[src/rtl/dmem_arbiter.sv]
`timescale 1ns/1ps
`default_nettype none
// ============================================================================
// Module      : dmem_arbiter
// Description : Round-robin arbiter sharing one data-memory port between the
//               core LSU (A) and the loader/debug port (B).
// Revision    : 1.0 - initial release
// ============================================================================
module dmem_arbiter #(
  parameter int MEM_DEPTH = 32
) (
  input  logic                         clk,
  input  logic                         rst_n,

  input  logic                         a_valid,
  output logic                         a_ready,
  input  logic                         a_we,
  input  logic [31:0]                  a_addr,
  input  logic [31:0]                  a_wdata,
  input  logic [3:0]                   a_wmask,
  output logic                         a_rvalid,
  output logic [31:0]                  a_rdata,
  output logic                         a_err,

  input  logic                         b_valid,
  output logic                         b_ready,
  input  logic                         b_we,
  input  logic [31:0]                  b_addr,
  input  logic [31:0]                  b_wdata,
  input  logic [3:0]                   b_wmask,
  output logic                         b_rvalid,
  output logic [31:0]                  b_rdata,
  output logic                         b_err,

  output logic                         mem_en,
  output logic [3:0]                   mem_we,
  output logic [$clog2(MEM_DEPTH)-1:0] mem_addr,
  output logic [31:0]                  mem_wdata,
  input  logic [31:0]                  mem_rdata
);

  localparam int AW = $clog2(MEM_DEPTH);

  localparam logic [0:0] S_IDLE    = 1'b0;
  localparam logic [0:0] S_RD_WAIT = 1'b1;

  localparam logic C_GNT_A = 1'b0;
  localparam logic C_GNT_B = 1'b1;

  logic [0:0] r_state;
  logic       r_last_grant;
  logic       r_owner;
  logic       r_oor;

  logic        w_idle;
  logic        w_rd_wait;
  logic        w_gnt_a;
  logic        w_gnt_b;
  logic        w_gnt;
  logic        w_sel_we;
  logic [31:0] w_sel_addr;
  logic [31:0] w_sel_wdata;
  logic [3:0]  w_sel_wmask;
  logic        w_oor;
  logic        w_a_rsp;
  logic        w_b_rsp;
  logic        w_unused;

  // Gating with rst_n keeps every output at zero while reset is held.
  assign w_idle    = (r_state == S_IDLE) & rst_n;
  assign w_rd_wait = (r_state == S_RD_WAIT) & rst_n;

  assign w_gnt_a = w_idle & a_valid & (~b_valid | (r_last_grant == C_GNT_B));
  assign w_gnt_b = w_idle & b_valid & (~a_valid | (r_last_grant == C_GNT_A));
  assign w_gnt   = w_gnt_a | w_gnt_b;

  assign w_sel_we    = w_gnt_b ? b_we    : a_we;
  assign w_sel_addr  = w_gnt_b ? b_addr  : a_addr;
  assign w_sel_wdata = w_gnt_b ? b_wdata : a_wdata;
  assign w_sel_wmask = w_gnt_b ? b_wmask : a_wmask;

  assign w_oor    = |w_sel_addr[31:AW+2];
  assign w_unused = ^w_sel_addr[1:0];

  assign a_ready = w_gnt_a;
  assign b_ready = w_gnt_b;

  // Out-of-range accesses are accepted but never reach the memory.
  assign mem_en    = w_gnt & ~w_oor;
  assign mem_we    = (w_gnt & w_sel_we & ~w_oor) ? w_sel_wmask : 4'b0000;
  assign mem_addr  = w_gnt ? w_sel_addr[AW+1:2] : '0;
  assign mem_wdata = w_gnt ? w_sel_wdata : 32'd0;

  assign w_a_rsp = w_rd_wait & (r_owner == C_GNT_A);
  assign w_b_rsp = w_rd_wait & (r_owner == C_GNT_B);

  assign a_rvalid = w_a_rsp;
  assign b_rvalid = w_b_rsp;
  assign a_rdata  = (w_a_rsp & ~r_oor) ? mem_rdata : 32'd0;
  assign b_rdata  = (w_b_rsp & ~r_oor) ? mem_rdata : 32'd0;

  assign a_err = (w_gnt_a & a_we & w_oor) | (w_a_rsp & r_oor);
  assign b_err = (w_gnt_b & b_we & w_oor) | (w_b_rsp & r_oor);

  always_ff @(posedge clk or negedge rst_n) begin
    if (!rst_n) begin
      r_state      <= S_IDLE;
      r_last_grant <= C_GNT_B;
      r_owner      <= C_GNT_A;
      r_oor        <= 1'b0;
    end else begin
      case (r_state)
        S_IDLE: begin
          if (w_gnt) begin
            r_last_grant <= w_gnt_b ? C_GNT_B : C_GNT_A;
            if (!w_sel_we) begin
              r_state <= S_RD_WAIT;
              r_owner <= w_gnt_b ? C_GNT_B : C_GNT_A;
              r_oor   <= w_oor;
            end
          end
        end
        S_RD_WAIT: begin
          r_state <= S_IDLE;
        end
        default: begin
          r_state <= S_IDLE;
        end
      endcase
    end
  end

endmodule
`default_nettype wire
[config.mk]
export PLATFORM = sky130hd
export DESIGN_NAME = dmem_arbiter
export DESIGN_NICKNAME = d
export VERILOG_FILES = /design/src/rtl/dmem_arbiter.sv
export SDC_FILE = /design/constraint.sdc
export NUM_CORES = 1
export LEC_CHECK = 0
export ABC_AREA = 1
export CAP_MARGIN = 25
export CORE_AREA = 5 5 108 110
export DETAILED_ROUTE_END_ITERATION = 16
export DIE_AREA = 0 0 113 115
export HOLD_SLACK_MARGIN = 0.1
export PLACE_DENSITY_LB_ADDON = 0.25
export SLEW_MARGIN = 20
export SYNTH_ARGS = -nofsm -noshare
export SYNTH_HDL_FRONTEND = slang
export SYNTH_SLANG_ARGS = --single-unit
[constraint.sdc]
create_clock -name clk -period 1.65 [get_ports clk]
set_input_delay 0.4125 -clock clk [delete_from_list [all_inputs] [get_ports clk]]
set_output_delay 0.4125 -clock clk [all_outputs]
set_load 0.1 [all_outputs]
==> results.yml <==
outcome:
  status: "finished, violations left"
  violations: "negative setup slack"
sta:
  setup_viol: 115
  timing.final.ws_setup_ns: -0.6117
  fmax_mhz: 442.2
  whs_ns: 0.1974
  finalCritPeriodShare_pct: 137.1
  slew_viol_final: 0
  finalHoldViolCount: 0
  period_needed_ns: 2.262
  finClkSkew_ns: 0.004683
  slew_headroom_pct: 80.75
  fin_tns_setup_ns: -51.51
  rsz0062_at_grt: "true"
  worst_slew_pin_slew_ns: 0.2807
final_layout:
  fin_cells: 801
  syn2layout_area_growth_pct: 419.5
  fin_util_pct: 72.28
  nNetsFinal: 836
  final_layout_size_suffix_gt1_share_pct: 50.83
  diodes: 0
floorplanning:
  rows: 38
  dieArea_um2: 13000
  die_h_um: 115
  core_area_um2: 10600
  initial_utilization_pct: 13.91
  dieWidth_um: 113
  ios: 286
cts:
  numCtsBuffers: 3
  cts.sinks: 4
  cts_tree: "done"
  cts_max_level: 1
  cts_root_buffer: "clkbuf_8"
  cts_buffer_depth: 2
  insertion_delay_ns: 0.23
  cts_hold_buffers: 0
  path_clk_slew_ns: 0.04
global_routing:
  grt_pass1_wl_um: 19930
  track_usage_pct: 19.29
  overflow: 0
  grt_max_degree: 36
  grt_pass1_vias: 3857
  antenna_found_initial: 3
routing:
  wl_um: 13630
  wl_met2_um: 7556
  first_pass_iters: 4
  top_layer_used: "met5"
  detail_route.vias_per_cell: 4.301
  routedWlPerCell_um: 17.02
  drc_errors: 0
  met1_length_um: 4124
  initialDrtViolationCount: 51
  dr_wl_met3_um: 1672
  vias: 3445
  ant_nets: 0
placed_design:
  port_buffers: 281
  dp_hpwl_um: 11020
  dp_slack_ns: -0.8692
  dp_cells: 770
  place.gp.congestion: 0.8976
worst_setup_path:
  arrival_ns: 1.85
  crit_type: "reg2out"
  worstPathMaxFanout: 8
  worst_setup_path_end_kind: "output port"
  startpoint_type: "flip-flop"
  required_ns: 1.24
logic_synthesis:
  synthesis.nets: 499
  avgSynthCellArea_um2: 4.539
  synth_top_area_share_pct: 24.68
  ys_seq_area_share_pct: 6.870
  yosys.area.top_type: "nand2_1"
  synth_seq_cells: 4
  yosys-top-cells-area: "nand2_1 (25%), nor2_1 (24%), a21oi_1 (13%)"
  ys_warn_count: 0
  synth_cell_types: 23
  syn_area_um2: 1475
  syn_inst: 325
power_and_ir_drop:
  p_switching_mw: 1.987
  power_density_nw_per_um2: 482.6
  internal_power_mw: 1.712
  irDropWorstVdd_uv: 455.0
  netSwitchingFraction_pct: 53.71
  p_leak_nw: 3.258
  p_clk_share_pct: 6.3
  pwr-share-seq_pct: 4.2
  combPwrFrac_pct: 89.5
min_path:
  hold_path.class: "in2async"
run:
  maxCapViolations: 0
==> synth_stat cells (all sizes together) <==
library cell    n
inv            44
buf            16
nor2          101
nand2          99
clkbuf          2
nand3           8
dfstp           1
a21oi          38
dfrtp           3
o21ai           3
o22ai           1
nor3            4
mux2i           4
nand3b          1
==> layout make-up <==
class	instances	area, um2
well taps	140	175.2
clock buffers	4	45.04
flip-flops and latches	4	101.3
repair buffers	350	4921
inverters	44	168.9
fillers	728	2939
multi-input cells	259	2252
==> power groups by stage <==
| stage | combinational (mW) | sequential [mW] | clock [mW] |
|---|---|---|---|
| after global placement | 3.02 | 0.148 | 0 |
| after floorplan | 1.77 | 0.149 | 0 |
| after global routing | 3.44 | 0.160 | 0.243 |
| after detailed placement | 3.05 | 0.149 | 0 |
| final | 3.31 | 0.156 | 0.232 |
| after CTS | 3.23 | 0.154 | 0.231 |
==> worst max-delay path: stages, from the launching register on <==
cell and delay [ns]:
dfstp_2 0.55, nand2_4 0.07, nand2_4 0.09, nor2_8 0.05
buf_6 0.11, nor2_4 0.19, buf_12 0.17, buf_12 0.16
a21oi_4 0.05, buf_12 0.16
==> routing by layer <==
layer,vias to the layer above,track usage [%]
met4,6,3.285
met5,-,0
met2,193,39.42
li1,1653,-
met1,1570,16.99
met3,23,9.579
==> path summary, 6_finish.rpt <==
path / to / depth (start not counted) / slack, ns / from
worst min-delay path: r_owner$_DFFE_PN0P_ / 3 / 0.20 / rst_n
min in group clk: r_oor$_DFFE_PN0P_ / 3 / 0.62 / r_oor$_DFFE_PN0P_
worst min register to register: r_oor$_DFFE_PN0P_ / 3 / 0.62 / r_oor$_DFFE_PN0P_
max in group asynchronous: r_last_grant$_DFFE_PN1P_ / 3 / 1.26 / rst_n
worst max-delay path: mem_wdata[18] / 9 / -0.61 / r_last_grant$_DFFE_PN1P_
worst max register to register: r_oor$_DFFE_PN0P_ / 11 / -0.09 / r_last_grant$_DFFE_PN1P_
==> flip-flops by register name (all words and copies together), names as in the netlist <==
name and count:
r_last_grant 1, r_oor 1, r_owner 1, r_state 1
==> metrics by stage <==
step                power (mW)  instance area (um2)
floorplan                1.922                 2575
global placement         3.169                 6924
detailed placement       3.201                 6924
CTS                      3.616                 7436
global route             3.846                 7664
finish                   3.698                 7664
==> kinds of logic after synthesis <==
logic type             after synthesis  share of synthesized area [%]
AO/OA/AOI/OAI                       42                          14.59
flip-flops                           4                          6.870
multiplexers                         4                          2.714
AND/OR/NAND/NOR                    213                          57.93
buffers and inverters               62                          17.90
==> layout by cell type (no fill, tap or decap), drive strengths merged <==
cell	n
a21oi	38
buf	178
clkbuf	10
clkdlybuf4s50	122
clkinvlp	1
dfrtp	3
dfstp	1
dlygate4sd2	20
dlymetal6s2s	24
inv	43
mux2i	4
nand2	99
nand3	8
nand3b	1
nor2	101
nor3	4
o21ai	3
o22ai	1
==> repair_timing <==
action	4_1_cts	5_1_grt
endpoints found under the hold margin	0	0
pin swaps	39	38
resized for setup	76	56
gates cloned	6	6
setup buffers	18	7
setup endpoints to repair	115	115
(Power assumes the default switching activity.)
==> variant, RTL diff (config.mk and constraints unchanged) <==
Reset style: synchronous (`rst_n`), changed in one clocked block.
--- a/src/rtl/dmem_arbiter.sv
+++ b/src/rtl/dmem_arbiter.sv
@@ -103,5 +103,5 @@
   assign b_err = (w_gnt_b & b_we & w_oor) | (w_b_rsp & r_oor);
 
-  always_ff @(posedge clk or negedge rst_n) begin
+  always_ff @(posedge clk) begin
     if (!rst_n) begin
       r_state      <= S_IDLE;
Formal check against the unedited RTL: same outputs for any inputs over 10 cycles, from zero or initial values and one cycle with rst_n low; that may be too few to reach the edited logic, so the function may still have changed.
==> variant against the unedited design <==
The run still ends with setup timing left; sequential cell count stayed put; global-route usage shrank 1.5 points; worst setup slack improved by 0.16 ns; power down 24%; sequential share of layout area shrank 0.24 points; area after synthesis is 0.68% lower; non-clock buffer count is 11 lower; highest routed layer is now met4; routed wire length fell by 9.6%; final area down 0.41%.
==> variant: results (changes against the unedited design) <==
* Worst Reg2Reg Path Length in Cells at 9 (was 11)
* Failing checks: setup timing (unchanged)
* Yosys cell types at 20 (was 23)
* Leak Pwr at 3.20 nW (was 3.26 nW)
* Fillers at 741 (was 728)
* Register area share after synthesis at 5.47% (was 6.87%)
* Largest net degree at the start of global routing at 16 (was 36)
* Final worst setup slack at -0.453 ns (was -0.612 ns)
* Initial DRC count at 79 (was 51)
* Placement Setup Slack at -1.02 ns (was -0.869 ns)
* Routed vias/inst at 4.22 (was 4.30)
* Area contributors post-synth: nand2_1 (29%), nor2_1 (24%), a21oi_1 (14%), inv_1 (11%), dfxtp_1 (5.5%) (was nand2_1 (25%), nor2_1 (24%), a21oi_1 (13%), inv_1 (11%), dfrtp_1 (5.1%))
* Slew headroom at 81.8% (was 80.8%)
* Status: finished, violations left (unchanged)
* Worst R2R End: r_oor$_SDFFE_PN0P_ (was r_oor$_DFFE_PN0P_)
* Setup violators final at 110 (was 115)
* CP max stage delay at 0.23 ns (was 0.55 ns)
* Reg2reg start: r_state$_SDFF_PP0_ (was r_last_grant$_DFFE_PN1P_)
* Main flop type after synthesis: dfxtp_1 (was dfrtp_1)
* Worst hold path type: in2reg (was in2async)
* GPL Wtd Cong at 0.803 (was 0.898)
* Mux contribution to synthesized area at 0% (was 2.71%)
* Number of global-route vias before repair at 3731 (was 3857)
* Post-DP HPWL at 10900 um (was 11000 um)
* Setup CP Type: in2out (was reg2out)
* Synth Area in Compound Gates at 15.5% (was 14.6%)
* Initial antenna violation count at 0 (was 3)
* NumNets Final at 834 (was 836)
* Max stage delay cell, worst path: dlygate4sd2_1 (was dfstp_2)
* CP endpoint: mem_we[1] (was mem_wdata[18])
variant: cell types whose count changed after synthesis, sizes merged, moves of 2 or more:
cell,delta
dfxtp,+4
mux2i,-4
nor2,-4
a21oi,+3
nor3,-2
nand2,+15
dfrtp,-3
buf,-7
clkbuf,+8
variant: stage by stage:
stage / TNS (ns) / instances / utilization [%] / area, sq um
after floorplan: -49.52 / 335 / - / 2920
after global placement: -86.74 / 778 / 67.2 / 7130
after detailed placement: -90.68 / 778 / 67.2 / 7130
after CTS: -39.98 / 793 / 70.8 / 7500
after global routing: -40.60 / 798 / 72.0 / 7630
final: -33.15 / 798 / 72.0 / 7630
variant: kinds of logic after synthesis:
kind of cell	count (synthesis)
simple gates	222
buf+inv	65
flops	4
compound gates	44
variant: per-layer routing:
metal  track usage [%]  wire (um)  vias to the layer above
met5                 0          0                        -
li1                  -          -                     1654
met4              2.40        120                        0
met1              17.4       3920                     1527
met2              37.2       7220                      174
met3              5.05       1060                        9
variant: cell type report:
cell class / instances / area (sq um) / share of cell area, %
clock buffers: 3 / 41.3 / 0.541
inverters: 46 / 195 / 2.56
multi-input cells: 266 / 2470 / 32.3
flip-flops and latches: 4 / 82.6 / 1.08
well taps: 140 / 175 / 2.30
repair buffers: 339 / 4670 / 61.2
variant: worst min path at each step:
stage | slack (ns) | depth (start not counted) | end | start
after floorplan | 0.48 | 2 | r_owner$_SDFFE_PN0P_ | r_owner$_SDFFE_PN0P_
after global placement | 0.49 | 2 | r_owner$_SDFFE_PN0P_ | r_owner$_SDFFE_PN0P_
after detailed placement | 0.51 | 2 | r_owner$_SDFFE_PN0P_ | r_owner$_SDFFE_PN0P_
after CTS | 0.51 | 2 | r_owner$_SDFFE_PN0P_ | r_owner$_SDFFE_PN0P_
after global routing | 0.43 | 3 | r_owner$_SDFFE_PN0P_ | rst_n
final | 0.44 | 3 | r_owner$_SDFFE_PN0P_ | rst_n
variant: report_power, final:
part	total [mW]	switching (mW)	leakage (nW)	internal (mW)
Combinational	2.50	1.44	3.14	1.06
Sequential	0.113	0.00641	0.0330	0.106
Clock	0.208	0.0522	0.0216	0.156
Total	2.82	1.50	3.20	1.32
variant: tightest hold or removal path, stage by stage:
cell and delay [ns]:
buf_6 0.12, inv_12 0.05, a21oi_1 0.03
variant: timing repair:
action / in CTS / in global routing
gates cloned: 5 / 1
buffers inserted: 8 / 5
setup endpoints to repair: 116 / 110
pin swaps: 66 / 38
gates resized for setup: 106 / 62
